==> src/rtl/hs_req_tx.sv <==
// Source side of a four-phase req/ack crossing: holds a word, raises req,
// and walks the synchronised ack through high then low before re-arming.
module hs_req_tx #(
    parameter int DATA_WIDTH     = 8,
    parameter int SYNC_LEN       = 3,
    parameter int TIMEOUT_CYCLES = 1024
) (
    input  logic                  clock,
    input  logic                  i_rst,
    input  logic                  i_valid,
    input  logic [DATA_WIDTH-1:0] i_data,
    output logic                  o_ready,
    output logic                  o_req,
    output logic [DATA_WIDTH-1:0] o_data,
    input  logic                  i_ack_async,
    output logic                  o_done,
    output logic                  o_timeout,
    input  logic                  i_clear_err
);

    typedef enum logic [1:0] {
        IDLE,
        WAIT_HI,
        WAIT_LO,
        ERROR
    } state_t;

    localparam int CW = (TIMEOUT_CYCLES > 2) ? $clog2(TIMEOUT_CYCLES) : 1;
    localparam bit TO_EN = (TIMEOUT_CYCLES > 0);
    localparam logic [CW-1:0] CNT_LAST =
        CW'((TIMEOUT_CYCLES > 0) ? TIMEOUT_CYCLES - 1 : 0);

    state_t                state, state_d;
    logic [SYNC_LEN-1:0]   sync;
    logic                  ack_s;
    logic [CW-1:0]         cnt, cnt_d;
    logic                  req_d, done_d, to_d;
    logic [DATA_WIDTH-1:0] data_d;
    logic                  expired;

    // Chain resets high so a stale far-end ack cannot look like an idle line.
    always_ff @(posedge clock or posedge i_rst) begin
        if (i_rst) begin
            sync <= '1;
        end else begin
            sync <= {sync[SYNC_LEN-2:0], i_ack_async};
        end
    end

    assign ack_s   = sync[SYNC_LEN-1];
    assign o_ready = (state == IDLE) && !ack_s;
    assign expired = TO_EN && (cnt == CNT_LAST);

    always_ff @(posedge clock or posedge i_rst) begin
        if (i_rst) begin
            state     <= IDLE;
            o_req     <= 1'b0;
            o_data    <= '0;
            o_done    <= 1'b0;
            o_timeout <= 1'b0;
            cnt       <= '0;
        end else begin
            state     <= state_d;
            o_req     <= req_d;
            o_data    <= data_d;
            o_done    <= done_d;
            o_timeout <= to_d;
            cnt       <= cnt_d;
        end
    end

    always_comb begin
        state_d = state;
        req_d   = o_req;
        data_d  = o_data;
        done_d  = 1'b0;
        to_d    = o_timeout;
        cnt_d   = cnt;
        unique case (state)
            IDLE: begin
                if (i_valid && o_ready) begin
                    data_d  = i_data;
                    req_d   = 1'b1;
                    cnt_d   = '0;
                    state_d = WAIT_HI;
                end
            end
            WAIT_HI: begin
                // A qualifying ack on the expiry edge still completes the phase.
                if (ack_s) begin
                    req_d   = 1'b0;
                    cnt_d   = '0;
                    state_d = WAIT_LO;
                end else if (expired) begin
                    req_d   = 1'b0;
                    to_d    = 1'b1;
                    state_d = ERROR;
                end else begin
                    cnt_d = cnt + CW'(1);
                end
            end
            WAIT_LO: begin
                if (!ack_s) begin
                    done_d  = 1'b1;
                    state_d = IDLE;
                end else if (expired) begin
                    req_d   = 1'b0;
                    to_d    = 1'b1;
                    state_d = ERROR;
                end else begin
                    cnt_d = cnt + CW'(1);
                end
            end
            ERROR: begin
                req_d = 1'b0;
                if (i_clear_err && !ack_s) begin
                    to_d    = 1'b0;
                    state_d = IDLE;
                end
            end
        endcase
    end

endmodule

==> config.mk <==
export PLATFORM = sky130hd
export DESIGN_NAME = hs_req_tx
export DESIGN_NICKNAME = d
export VERILOG_FILES = /design/src/rtl/hs_req_tx.sv
export SDC_FILE = /design/constraint.sdc
export NUM_CORES = 1
export LEC_CHECK = 0
export CORE_ASPECT_RATIO = 0.7
export CORE_MARGIN = 2
export CORE_UTILIZATION = 28
export DETAILED_ROUTE_END_ITERATION = 12
export GPL_ROUTABILITY_DRIVEN = 0
export PLACE_DENSITY = 0.56
export SETUP_SLACK_MARGIN = 0.5
export SYNTH_ARGS = -nofsm -noshare
export SYNTH_HDL_FRONTEND = slang
export SYNTH_SLANG_ARGS = --single-unit
==> constraint.sdc <==
create_clock -name clock -period 2.4 [get_ports clock]
set_input_delay 0.36 -clock clock [delete_from_list [all_inputs] [get_ports clock]]
set_output_delay 0.36 -clock clock [all_outputs]
set_load 0.03 [all_outputs]
==> metrics, run 1 <==
commonest cells after routing, fill and taps aside=23 x dfrtp_1, 23 x clkdlybuf4s50_1, 10 x inv_1, 10 x o21ai_0, 8 x mux2_2; status=completed; Final period util=74.79%; data required time at the worst endpoint=between 2 and 3 ns; Clock Pin Slew Worst Setup and Hold Paths=0.09 ns; worst-path cell chain=ha_1 > inv_1 > o211ai_4 > or4_1 > a21oi_1; Clock Path Buffers=2; Critical Path Max Stage Delay=around 0.53 ns; complex-gate fraction of the synthesized area=17.85%; Cell variety after synth=38; highest-delay cell along the critical path=or4_1; largest net degree at the start of global routing=18; CTS Buf Count=3; top cells by area, synth=dfrtp_1 41%, mux2_2 6.5%, dfstp_2 5.7%; unrepaired setup endpoints after global routing=no; sequential share of the synthesized area=47.16%; Max IR drop VDD=a little over 500 uV; area grow syn2layout=30.84%; Mapped Nets=around 150; Min-Delay Path Class=register to register; synthesized area per cell=10.93 um^2; Pre-antenna DRT Iters=4; I/O pin count=25; ys async rst share=100.0%; final setup vio count=0; initial antenna violation count=0; layout cells sized above 1=a little under a quarter; largest family of logic cells by synthesized area=compound AO/OA/AOI/OAI gates; CTS tree=done; # clock sinks=26; Antenna Cells=0; Max Cap Viol=0; fmax=around 560 MHz; mean number of vias per cell=4.848; H-tree depth=1; worst skew pair latency=0.27 ns; Synth Area in Adders=5.410%; wire per inst=13.56 um; post-synth top area share=between 40% and 50%; Clock Tree Root=clkbuf_8; Worst Clk Skew=0.005202 ns; Post-Synth XOR/XNOR Area=0%; Yosys reg bits=26; global-route wire length before repair=approximately 5400 um; worst hold slack=between 0.3 and 0.4 ns; WS Path Type=register to register; yosys warns=0; Fill cells=480; nature of the critical path startpoint=register; vias in the first global route=1118; nets@finish=175; PortBufs=24; Power per Cell Area=about 1100 nW/um^2; Post-DRT Antenna Nets=0; Top FF cell, synth=dfrtp_1; Top delay family on crit path=simple AND/OR/NAND/NOR gates; core area=about 4800 um^2; die height=62.90 um; setup TNS=0 ns; CP Buf/Inv Count=1; die area=5544 um^2; crit path DAT=1.99 ns; EDFF count, synth=0; Pleak=0.0007345 uW; final hold viol count=0; dominant cell type by area after synthesis=dfrtp_1; drt drc=0; Slew headroom=64.60%; WL final=a little over 3000 um; Worst Setup End Kind=register; Netlist Area Pre-Place=1388 um^2; synthesized netlist cell count=127; HPWL after detailed placement=2100 um; fin crit period=1.795 ns; remaining global-route overflow=0; Slew Viols, Final=0; Core Rows=21; mux cell area share after synthesis=9.378%; crit path max fanout=11; initial core utilization=29.02%; DRT iter0 DRCs=74; Die W=88.14 um; vias=1086; post-synthesis simple-gate area fraction=between 10% and 20%; Least-Margin Pin Slew=0.5304 ns; All-Layer GR Usage=12.31%
final cells by class:
type / instances / area (um^2) / share of cell area [%]
clock buffer: 3 / 41.29 / 2.274
clock inverter: 1 / 30.03 / 1.654
inverter: 11 / 41.29 / 2.274
multi-input combinational: 86 / 696.9 / 38.39
sequential: 26 / 654.4 / 36.04
tap: 69 / 86.33 / 4.755
timing repair buffer: 28 / 265.3 / 14.61
report_power, final:
group | internal [uW] | switching, uW | leakage, uW | total (uW)
combinational | 409 | 541 | 0.000370 | 950
clock | 223 | 139 | 0.0000357 | 362
sequential | 548 | 70.5 | 0.000329 | 619
total | 1180 | 750 | 0.000734 | 1930
worst paths after layout:
kind | cells past startpoint | end | start | slack (ns)
min in group asynchronous | 2 | o_data[3] | i_rst | 0.42
worst min register to register | 0 | sync[1] | sync[0] | 0.36
worst max-delay path | 5 | cnt[4] | state[0] | 0.61
max in group asynchronous | 3 | o_done | i_rst | 1.40
worst max register to register | 5 | cnt[4] | state[0] | 0.61
worst min-delay path | 0 | sync[1] | sync[0] | 0.36
sequential cells by signal (all words and copies together) (netlist names):
name	count
cnt	10
o_data	8
o_done	1
o_req	1
o_timeout	1
state	2
sync	3
worst register-to-register path: stages, from the launching register on:
cell,delay (ns)
dfrtp_1,0.41
ha_1,0.26
inv_1,0.20
o211ai_4,0.18
or4_1,0.53
a21oi_1,0.15
per-stage QoR:
step                util [%]  setup slack [ns]  total power [uW]  cells  instance area [um^2]
floorplan                  -            0.6948              1228    127                  1390
detailed placement     35.58            0.1591              1517    218                  1702
global route           37.96            0.5040              2067    224                  1815
CTS                    37.76            0.4622              1930    223                  1805
global placement       35.58            0.2423              1486    218                  1702
finish                 37.96            0.6051              1931    224                  1815
kinds of logic after synthesis:
kind of cell,count (synthesis)
AOI/OAI and AO/OA,36
adders and majority gates,6
buffers and inverters,16
DFF,26
muxes,12
and+or+nand+nor,31
metal layers:
metal  vias to the layer above  routed length (um)  global-route usage (%)  part of all wire [%]
met1                       520                1470                   17.17                    48
met2                        44                1337                   18.84                    44
met5                         -                   0                       0                     0
met3                         2                 220                   4.359                   7.2
met4                         0                   8                   1.705                  0.26
li1                        520                   -                       -                     -
cells in the mapped netlist (all sizes together) (2+ instances only):
cell type and n:
dfrtp 23, inv 11, o21ai 10, mux2 8, a21oi 7, nor2 7, ha 6, nor4 5
mux2i 4, nand2 4, o21bai 4, buf 3, dfstp 3, nand3 3, o31ai 3, or4 3
clkbuf 2, nand2b 2, nor2b 2, o211ai 2, o21a 2, or3 2
what timing repair did:
item | 4_1_cts | 5_1_grt
cloned | 1 | 0
endpoints found under the setup margin | 11 | 20
pin swaps | 1 | 0
resized for setup | 6 | 6
buffers inserted | 0 | 1
hold buffers | 0 | 0
(Power assumes the default switching activity.)
==> run 2: changes to the inputs <==
Clock period 2.4 ns to 1.67 ns, I/O delays scaled along.
==> metrics, run 2 (synthesis gave the netlist of run 1 again) <==
status=completed (unchanged); placed cell areas=1893 um^2 (was 1702 um^2); vias in the first global route=1262 (was 1118); Slew Viols, Final=0 (unchanged); # clock sinks=26 (unchanged); HPWL after detailed placement=2218 um (was 2100 um); largest net degree at the start of global routing=27 (was 18); initial core utilization=29.02% (unchanged); worst-path cell chain=inv_4 > ha_4 > inv_4 > buf_6 > nor2_4 > buf_6 (was ha_1 > inv_1 > o211ai_4 > or4_1 > a21oi_1); Core Rows=21 (unchanged); worst skew pair latency=0.27 ns (about the same); All-Layer GR Usage=13.13% (was 12.31%); Least-Margin Pin Slew=0.3352 ns (was 0.5304 ns); initial antenna violation count=0 (unchanged); final hold viol count=0 (unchanged); Top delay family on crit path=flip-flops (was simple AND/OR/NAND/NOR gates); Clock Path Buffers=2 (unchanged); die area=5544 um^2 (unchanged); commonest non-fill, non-tap cell in the layout=buf_4; Pre-antenna DRT Iters=4 (unchanged); Post-DRT Antenna Nets=0 (unchanged); PortBufs=24 (unchanged); WL final=3519 um (was 3037 um); FF-to-FF End=state[1] (was cnt[4]); Pleak=0.0009093 uW (was 0.0007345 uW); die height=62.90 um (unchanged); final setup vio count=0 (unchanged); wire per inst=13.91 um (was 13.56 um); Worst Setup End Kind=output pin (was register); final instance area=2282 um^2 (was 1815 um^2); crit path to=o_ready (was cnt[4]); I/O pin count=25 (unchanged); CTS tree=done (unchanged); R2R Setup Slk=0.03 ns (was 0.61 ns); global-route wire length before repair=5816 um (was 5409 um); Critical Path Max Stage Delay=0.47 ns (was 0.53 ns); CP Buf/Inv Count=4 (was 1); data required time at the worst endpoint=1.42 ns (was 2.60 ns); worst setup margin=0.03195 ns (was 0.6051 ns); WS Path Type=register to output pin (was register to register); remaining global-route overflow=0 (unchanged); Worst Clk Skew=0.01090 ns (was 0.005202 ns); Max IR drop VDD=834.5 uV (was 507.1 uV); Max Cap Viol=0 (unchanged); crit path DAT=1.39 ns (was 1.99 ns); Slew headroom=77.65% (was 64.60%); H-tree depth=1 (unchanged); area grow syn2layout=64.47% (was 30.84%); Final period util=a little over nine tenths; fmax=approximately 610 MHz; highest-delay cell along the critical path=dfrtp_2 (was or4_1); setup TNS=0 ns (unchanged); Top Registers=cnt: 10 flops, o_data: 8 flops, sync: 3 flops (unchanged); Min-Delay Path Class=input pin to async pin (was register to register); Power per Cell Area=1466 nW/um^2 (was 1063 nW/um^2); crit path from=state[1] (was state[0]); max reg flops=10 (unchanged); core area=4782 um^2 (unchanged); Die W=88.14 um (unchanged); R2R cell count=8 (was 5); vias=1210 (was 1086); Levels on crit path=6 (was 5); placed cells=230 (was 218); R2R Path Start=state[1] (was state[0]); Setup WS pre-CTS=-0.2697 ns (was 0.1591 ns); Clock Pin Slew Worst Setup and Hold Paths=0.09 ns (about the same); nets@finish=204 (was 175); layout cells sized above 1=59.78% (was 22.58%); DRT iter0 DRCs=43 (was 74); mean number of vias per cell=4.783 (was 4.848); commonest cells after routing, fill and taps aside=23 x buf_4, 19 x dfrtp_1, 12 x clkdlybuf4s50_1, 11 x buf_2, 10 x buf_6 (was 23 x dfrtp_1, 23 x clkdlybuf4s50_1, 10 x inv_1, 10 x o21ai_0, 8 x mux2_2); fin crit period=1.638 ns; Reg with most FFs=cnt (unchanged); nature of the critical path startpoint=register (unchanged); drt drc=0 (unchanged); CTS Buf Count=3 (unchanged); Finished Layout Cells=253 (was 224); Antenna Cells=0 (unchanged); unrepaired setup endpoints after global routing=yes (was no); Fill cells=451 (was 480); crit path max fanout=3 (was 11); Clock Tree Root=clkbuf_8 (unchanged)
[run 2: worst min-delay path: stages]
cell and delay [ns]:
clkdlybuf4s50_1 0.40, inv_1 0.05, buf_4 0.31
[run 2: power by group]
part	switching, uW	internal, uW
clock network	194	211
logic	1060	970
registers	122	792
total	1370	1970
[run 2: worst min path at each step]
stage                     start      end  slack [ns]
finish                    i_rst    o_req        0.33
floorplan           i_ack_async  sync[0]        0.25
global route            sync[0]  sync[1]        0.36
CTS                       i_rst    o_req        0.35
detailed placement      sync[0]  sync[1]        0.35
global placement        sync[0]  sync[1]        0.35
[run 2: metal layers]
layer | track usage, % | vias up | part of all wire (%)
li1 | - | 581 | -
met1 | 16.75 | 607 | 45
met2 | 21.97 | 20 | 51
met3 | 3.699 | 2 | 3.6
met4 | 3.030 | 0 | 0.45
met5 | 0 | - | 0
[run 2: per-stage QoR]
step | hold slack (ns) | util, % | power [uW]
after floorplan | 0.2550 | - | 1883
after global placement | 0.3460 | 39.59 | 2371
after detailed placement | 0.3498 | 39.59 | 2408
after CTS | 0.3461 | 42.99 | 3003
after global routing | 0.3645 | 47.72 | 3551
final | 0.3337 | 47.72 | 3347
[run 2: timing repair]
item,CTS,global route
setup endpoints to repair,34,23
gates resized for setup,75,41
buffers inserted,12,6
hold buffers,0,0
pin swaps,6,13
gates cloned,1,0
[run 2: cell type report]
cell class	count	area [um^2]	share of cell area, %
multi-input combinational	86	952.2	41.72
tap	69	86.33	3.783
inverter	11	48.80	2.138
sequential	26	659.4	28.89
timing repair buffer	57	480.5	21.05
clock buffer	4	55.05	2.412
==> run 3: changes to the inputs <==
Settings changed: REMOVE_ABC_BUFFERS from default to 1.
==> metrics, run 3 (synthesis gave the netlist of run 1 again) <==
mean number of vias per cell=4.609 (was 4.783); Pre-antenna DRT Iters=4 (unchanged); Clock Path Buffers=2 (unchanged); Pint=2088 uW (was 1973 uW); fin crit period=1.682 ns (was 1.638 ns); vias in the first global route=1263 (was 1262); net switching fraction of the power=39.49% (was 41.04%); worst setup margin=-0.01208 ns (was 0.03195 ns); CTS Buf Count=3 (unchanged); Worst Clk Skew=0.001263 ns (was 0.01090 ns); Clock Tree Root=clkbuf_8 (unchanged); remaining global-route overflow=0 (unchanged); die height=62.90 um (unchanged); initial core utilization=29.02% (unchanged); core area=4782 um^2 (unchanged); Top Registers=cnt: 10 flops, o_data: 8 flops, sync: 3 flops (unchanged); unrepaired setup endpoints after global routing=yes (unchanged); status=finished, violations left (was completed); Antenna Cells=0 (unchanged); Pleak=0.0009386 uW (was 0.0009093 uW); R2R Path Start=state[1] (unchanged); Clock Pin Slew Worst Setup and Hold Paths=0.09 ns (about the same); fmax=594.5 MHz (was 610.5 MHz); R2R Setup Slk=-0.01 ns (was 0.03 ns); final hold viol count=0 (unchanged); FF-to-FF End=state[0] (was state[1]); max reg flops=10 (unchanged); nature of the critical path startpoint=register (unchanged); worst skew pair latency=0.28 ns (was 0.27 ns); # hold bufs at CTS=0 (unchanged); Die W=88.14 um (unchanged); placed cells=234 (was 230); Final period util=100.7% (was 98.09%); die area=5544 um^2 (unchanged); power share of the combinational group=58.6% (was 60.6%); crit path DAT=1.83 ns (was 1.39 ns); All-Layer GR Usage=14.31% (was 13.13%); Critical Path Max Stage Delay=0.45 ns (was 0.47 ns); WS Path Type=register to register (was register to output pin); commonest non-fill, non-tap cell in the layout=dfrtp_1 (was buf_4); R2R cell count=6 (was 8); I/O pin count=25 (unchanged); Slew headroom=71.47% (was 77.65%); vias=1166 (was 1210); initial antenna violation count=0 (unchanged); area grow syn2layout=67.54% (was 64.47%); Least-Margin Pin Slew=0.4261 ns (was 0.3352 ns); # clock sinks=26 (unchanged); WL final=3505 um (was 3519 um); H-tree depth=1 (unchanged); violated checks=negative setup slack; net switching power=1363 uW (was 1374 uW); CTS tree=done (unchanged); Finished Layout Cells=253 (unchanged); global-route wire length before repair=6196 um (was 5816 um); Max IR drop VDD=680.9 uV (was 834.5 uV); largest net degree at the start of global routing=27 (unchanged); HPWL after detailed placement=2340 um (was 2218 um); Clk pwr share=15.3% (was 12.1%); Post-DRT Antenna Nets=0 (unchanged); Core Rows=21 (unchanged); final setup vio count=3 (was 0); drt drc=0 (unchanged); Reg with most FFs=cnt (unchanged); crit path max fanout=4 (was 3); Slew Viols, Final=0 (unchanged); worst-path cell chain=ha_4 > buf_4 > o21ai_1 > o211ai_1 > a2111oi_2 > a21oi_1 (was inv_4 > ha_4 > inv_4 > buf_6 > nor2_4 > buf_6); Reg power frac=26.1% (was 27.3%); PortBufs=24 (unchanged); highest-delay cell along the critical path=dfrtp_2 (unchanged); post-layout total power=3451 uW (was 3347 uW); layout cells sized above 1=58.70% (was 59.78%); Max Cap Viol=0 (unchanged); commonest cells after routing, fill and taps aside=21 x dfrtp_1, 20 x buf_4, 12 x clkdlybuf4s50_1, 11 x buf_6, 9 x buf_2 (was 23 x buf_4, 19 x dfrtp_1, 12 x clkdlybuf4s50_1, 11 x buf_2, 10 x buf_6); Min-Delay Path Class=input pin to async pin (unchanged); Worst Setup End Kind=register (was output pin); DRT iter0 DRCs=19 (was 43); nets@finish=204 (unchanged); data required time at the worst endpoint=1.82 ns (was 1.42 ns); Power per Cell Area=1484 nW/um^2 (was 1466 nW/um^2); wire per inst=13.85 um (was 13.91 um)
## run 3: worst max path at each step
stage | slack (ns) | end | from
after floorplan | -0.24 | o_data[0] | state[0]
after global placement | -0.20 | cnt[7] | i_valid
after detailed placement | -0.28 | cnt[5] | i_valid
after CTS | 0.03 | cnt[6] | state[1]
after global routing | -0.11 | state[0] | state[1]
final | -0.01 | state[0] | state[1]
## run 3: routing by layer
layer | global-route usage (%) | share of wire [%] | vias up
met2 | 23.20 | 48 | 24
met5 | 0 | 0 | -
met1 | 19.74 | 47 | 560
met4 | 2.273 | 0.60 | 0
met3 | 3.435 | 3.9 | 3
li1 | - | - | 579
## run 3: per-stage QoR
stage               util (%)  TNS [ns]  worst slack (ns)  instance area [um^2]  hold slack [ns]
floorplan                  -    -2.923           -0.2416                  1350           0.2550
global placement       38.25    -2.228           -0.2003                  1829           0.3477
detailed placement     38.25    -3.094           -0.2801                  1829           0.3473
CTS                    45.60         0           0.03294                  2181           0.3270
global route           48.61   -0.7410           -0.1072                  2325           0.3626
finish                 48.61  -0.03407          -0.01208                  2325           0.3150
## run 3: cell type report
type / instances / area [um^2]
flip-flops and latches: 26 / 656.9
clock inverters: 1 / 30.03
multi-input cells: 85 / 932.1
inverters: 11 / 43.79
clock buffers: 3 / 41.29
fillers: 425 / 2457
repair buffers: 58 / 534.3
well taps: 69 / 86.33
## run 3: power by group through the flow
stage | combinational (uW) | sequential (uW) | clock [uW]
2_1_floorplan | 601 | 1110 | 0
3_3_place_gp | 1440 | 878 | 0
3_5_place_dp | 1480 | 891 | 0
4_1_cts | 1850 | 895 | 539
5_1_grt | 2170 | 928 | 586
6_report | 2020 | 899 | 528
## run 3: worst max-delay path: cells and delay by family, from the launching register on
| family | cells | cell delay (ns) |
|---|---|---|
| AOI/OAI and AO/OA | 4 | 0.78 |
| DFF | 1 | 0.45 |
| adders and majority gates | 1 | 0.18 |
| buffers and inverters | 1 | 0.14 |
## run 3: timing repair
action	in CTS	in global routing
pin swaps	12	18
setup buffers	10	4
cloned	1	0
resized for setup	115	31
endpoints found under the setup margin	34	25
==> RTL edit: new RTL, flow settings as in run 1 <==
The parameter `SYNC_LEN` goes from 3 to 2.
--- a/src/rtl/hs_req_tx.sv
+++ b/src/rtl/hs_req_tx.sv
@@ -2,7 +2,7 @@
 // and walks the synchronised ack through high then low before re-arming.
 module hs_req_tx #(
     parameter int DATA_WIDTH     = 8,
-    parameter int SYNC_LEN       = 3,
+    parameter int SYNC_LEN       = 2,
     parameter int TIMEOUT_CYCLES = 1024
 ) (
     input  logic                  clock,
Formal check against the unedited RTL: not equivalent (a bounded check fails within 4 cycles, from zero or initial values and one cycle with i_rst high).
==> RTL edit against run 1 <==
  * Area after synthesis down 4.2%
  * Design area down 5.0%
  * Routed wire length down 5.9%
  * Sequential cell count down 1
  * Maximum frequency up 0.67%
  * Combinational power up 0.7%
  * Synthesized cell count down 2.4%
  * Sequential power down 4.7%
  * Total power down 6.7%
  * Setup slack better by 0.012 ns
  * Highest routed layer unchanged
==> RTL edit: results (changes against run 1) <==
| Metric | Value |
|---|---|
| Status | complete, no violations |
| Placed cell count | 200 (-8.3%) |
| Setup crit end | cnt[3] |
| Area growth from synthesis to layout | 29.8% |
| Worst path top cell family by delay | simple AND/OR/NAND/NOR gates |
| Pin count of the biggest net entering global routing | 22 (+4) |
| CP max-delay cell | or4_1 |
| Synth top cells by count | dfrtp_1, o21ai_0, mux2_2 |
| Root Buffer Master | clkbuf_8 |
| Worst-Margin Slew | 0.379 ns (-0.151 ns) |
| Global-route wire length before repair | 4930 um (-8.8%) |
| FMAX | 0.561 GHz (+0.67%) |
| Max Fanout on Critical Path | 13 (+2) |
| Initial antenna violation count | 0 (unchanged) |
| N_diodes | 0 (unchanged) |
| Syn Nets | 143 (-2.1%) |
| Crit. End Element | register |
| Largest registers | cnt: 10 flops, o_data: 8 flops |
| Layout cells sized above 1 | 0.203 (-0.0232) |
| RR Startpoint | state[0] |
| TritonRoute pass-1 iters | 4 (unchanged) |
| # port buffers | 24 (unchanged) |
| Max Buffers Root-to-Sink | 2 (unchanged) |
| GRT Total Usage | 0.120 (-0.00312) |
| Critical path startpoint | state[0] |
| Depth of the most critical reg-to-reg path | 5 (unchanged) |
| Worst min path class | in2async |
| Post-DRT Antenna Nets | 0 (unchanged) |
| CTS Buf Count | 3 (unchanged) |
| Clock Skew | 0.00355 ns (-0.00165 ns) |
| Worst-skew pair later-pin latency | 0.27 ns (about the same) |
| Number of fill cells in the layout | 439 (-8.5%) |
| Internal power | 1.06 mW (-10%) |
| Maximum VDD drop | 0.496 mV (-2.3%) |
| Slack of the worst reg-to-reg path | 0.62 ns |
| Drt wl/cell | 13.7 um (+1.4%) |
| Seq/Total Area, Yosys | 0.473 (+0.00110) |
| Clk pin slew, worst setup/hold paths | 0.09 ns (about the same) |
| Via count | 1,081 (-0.46%) |
| CP max stage delay | 0.52 ns |
| Distinct cells, synth | 39 (+2.6%) |
| Leak Pwr | 0.703 nW (-4.3%) |
| Critical Path AT | 1.97 ns (-0.02 ns) |
| H-Tree Level Count | 1 (unchanged) |
| Drt via density | 5.20 (+7.2%) |
| WHS | 0.264 ns (-0.0958 ns) |
| Place WS | 0.221 ns (+0.0622 ns) |
| HPWL after DPL | 2140 um (+2.1%) |
| Number of nets in the layout | 173 (-1.1%) |
| Syn Inst Count | 124 (-2.4%) |
| Drt initial violations | 44 (-41%) |
| Ranking of synthesized cells by area | dfrtp_1, mux2_2, ha_1 |
RTL edit: cell types whose count changed after synthesis, moves of 2 or more:
cell / run 1 / this run
nor3_1: 0 / 3
o21bai_1: 4 / 2
a22oi_1: 1 / 4
nor2_1: 7 / 5
inv_1: 11 / 6
a21o_1: 0 / 3
buf_6: 2 / 0
RTL edit: layer usage:
metal,share of wire,vias to the layer above,global-route usage
met5,0,-,0
li1,-,526,-
met2,0.44,29,0.184
met4,0.0031,0,0.0134
met3,0.089,2,0.0576
met1,0.47,524,0.161
RTL edit: final cells by class:
type	instances	area (sq um)	area share
Multi-Input combinational cell	88	677	0.392
Inverter	6	22.5	0.0131
Sequential cell	25	628	0.364
Clock inverter	1	7.51	0.00435
Timing Repair Buffer	30	280	0.162
Clock buffer	3	41.3	0.0239
Tap cell	55	68.8	0.0399
RTL edit: repair_timing:
item                       4_1_cts  5_1_grt
setup endpoints to repair        7       11
resized for setup                5        7
hold buffers                     0        0
pin swaps                        0        1
setup buffers                    1        3
RTL edit: logic make-up after synthesis:
logic type / synth area share
AO/OA/AOI/OAI: 0.197
multiplexers: 0.0979
flip-flops: 0.473
AND/OR/NAND/NOR: 0.138
buffers and inverters: 0.0377
adder cells (fa/ha/maj): 0.0565
RTL edit: metrics by stage:
step	utilization	total power, mW	area (sq um)
final	0.387	1.80	1730
after detailed placement	0.365	1.48	1630
after global placement	0.365	1.47	1630
after floorplan	-	1.19	1330
after global routing	0.387	1.92	1730
after CTS	0.381	1.77	1700
RTL edit: power groups by stage:
stage               registers (mW)  logic [mW]  clock network (mW)
finish                       0.590       0.957               0.255
floorplan                    0.745       0.440                   0
detailed placement           0.597       0.887                   0
CTS                          0.591       0.907               0.267
global route                 0.607        1.04               0.279
global placement             0.592       0.879                   0
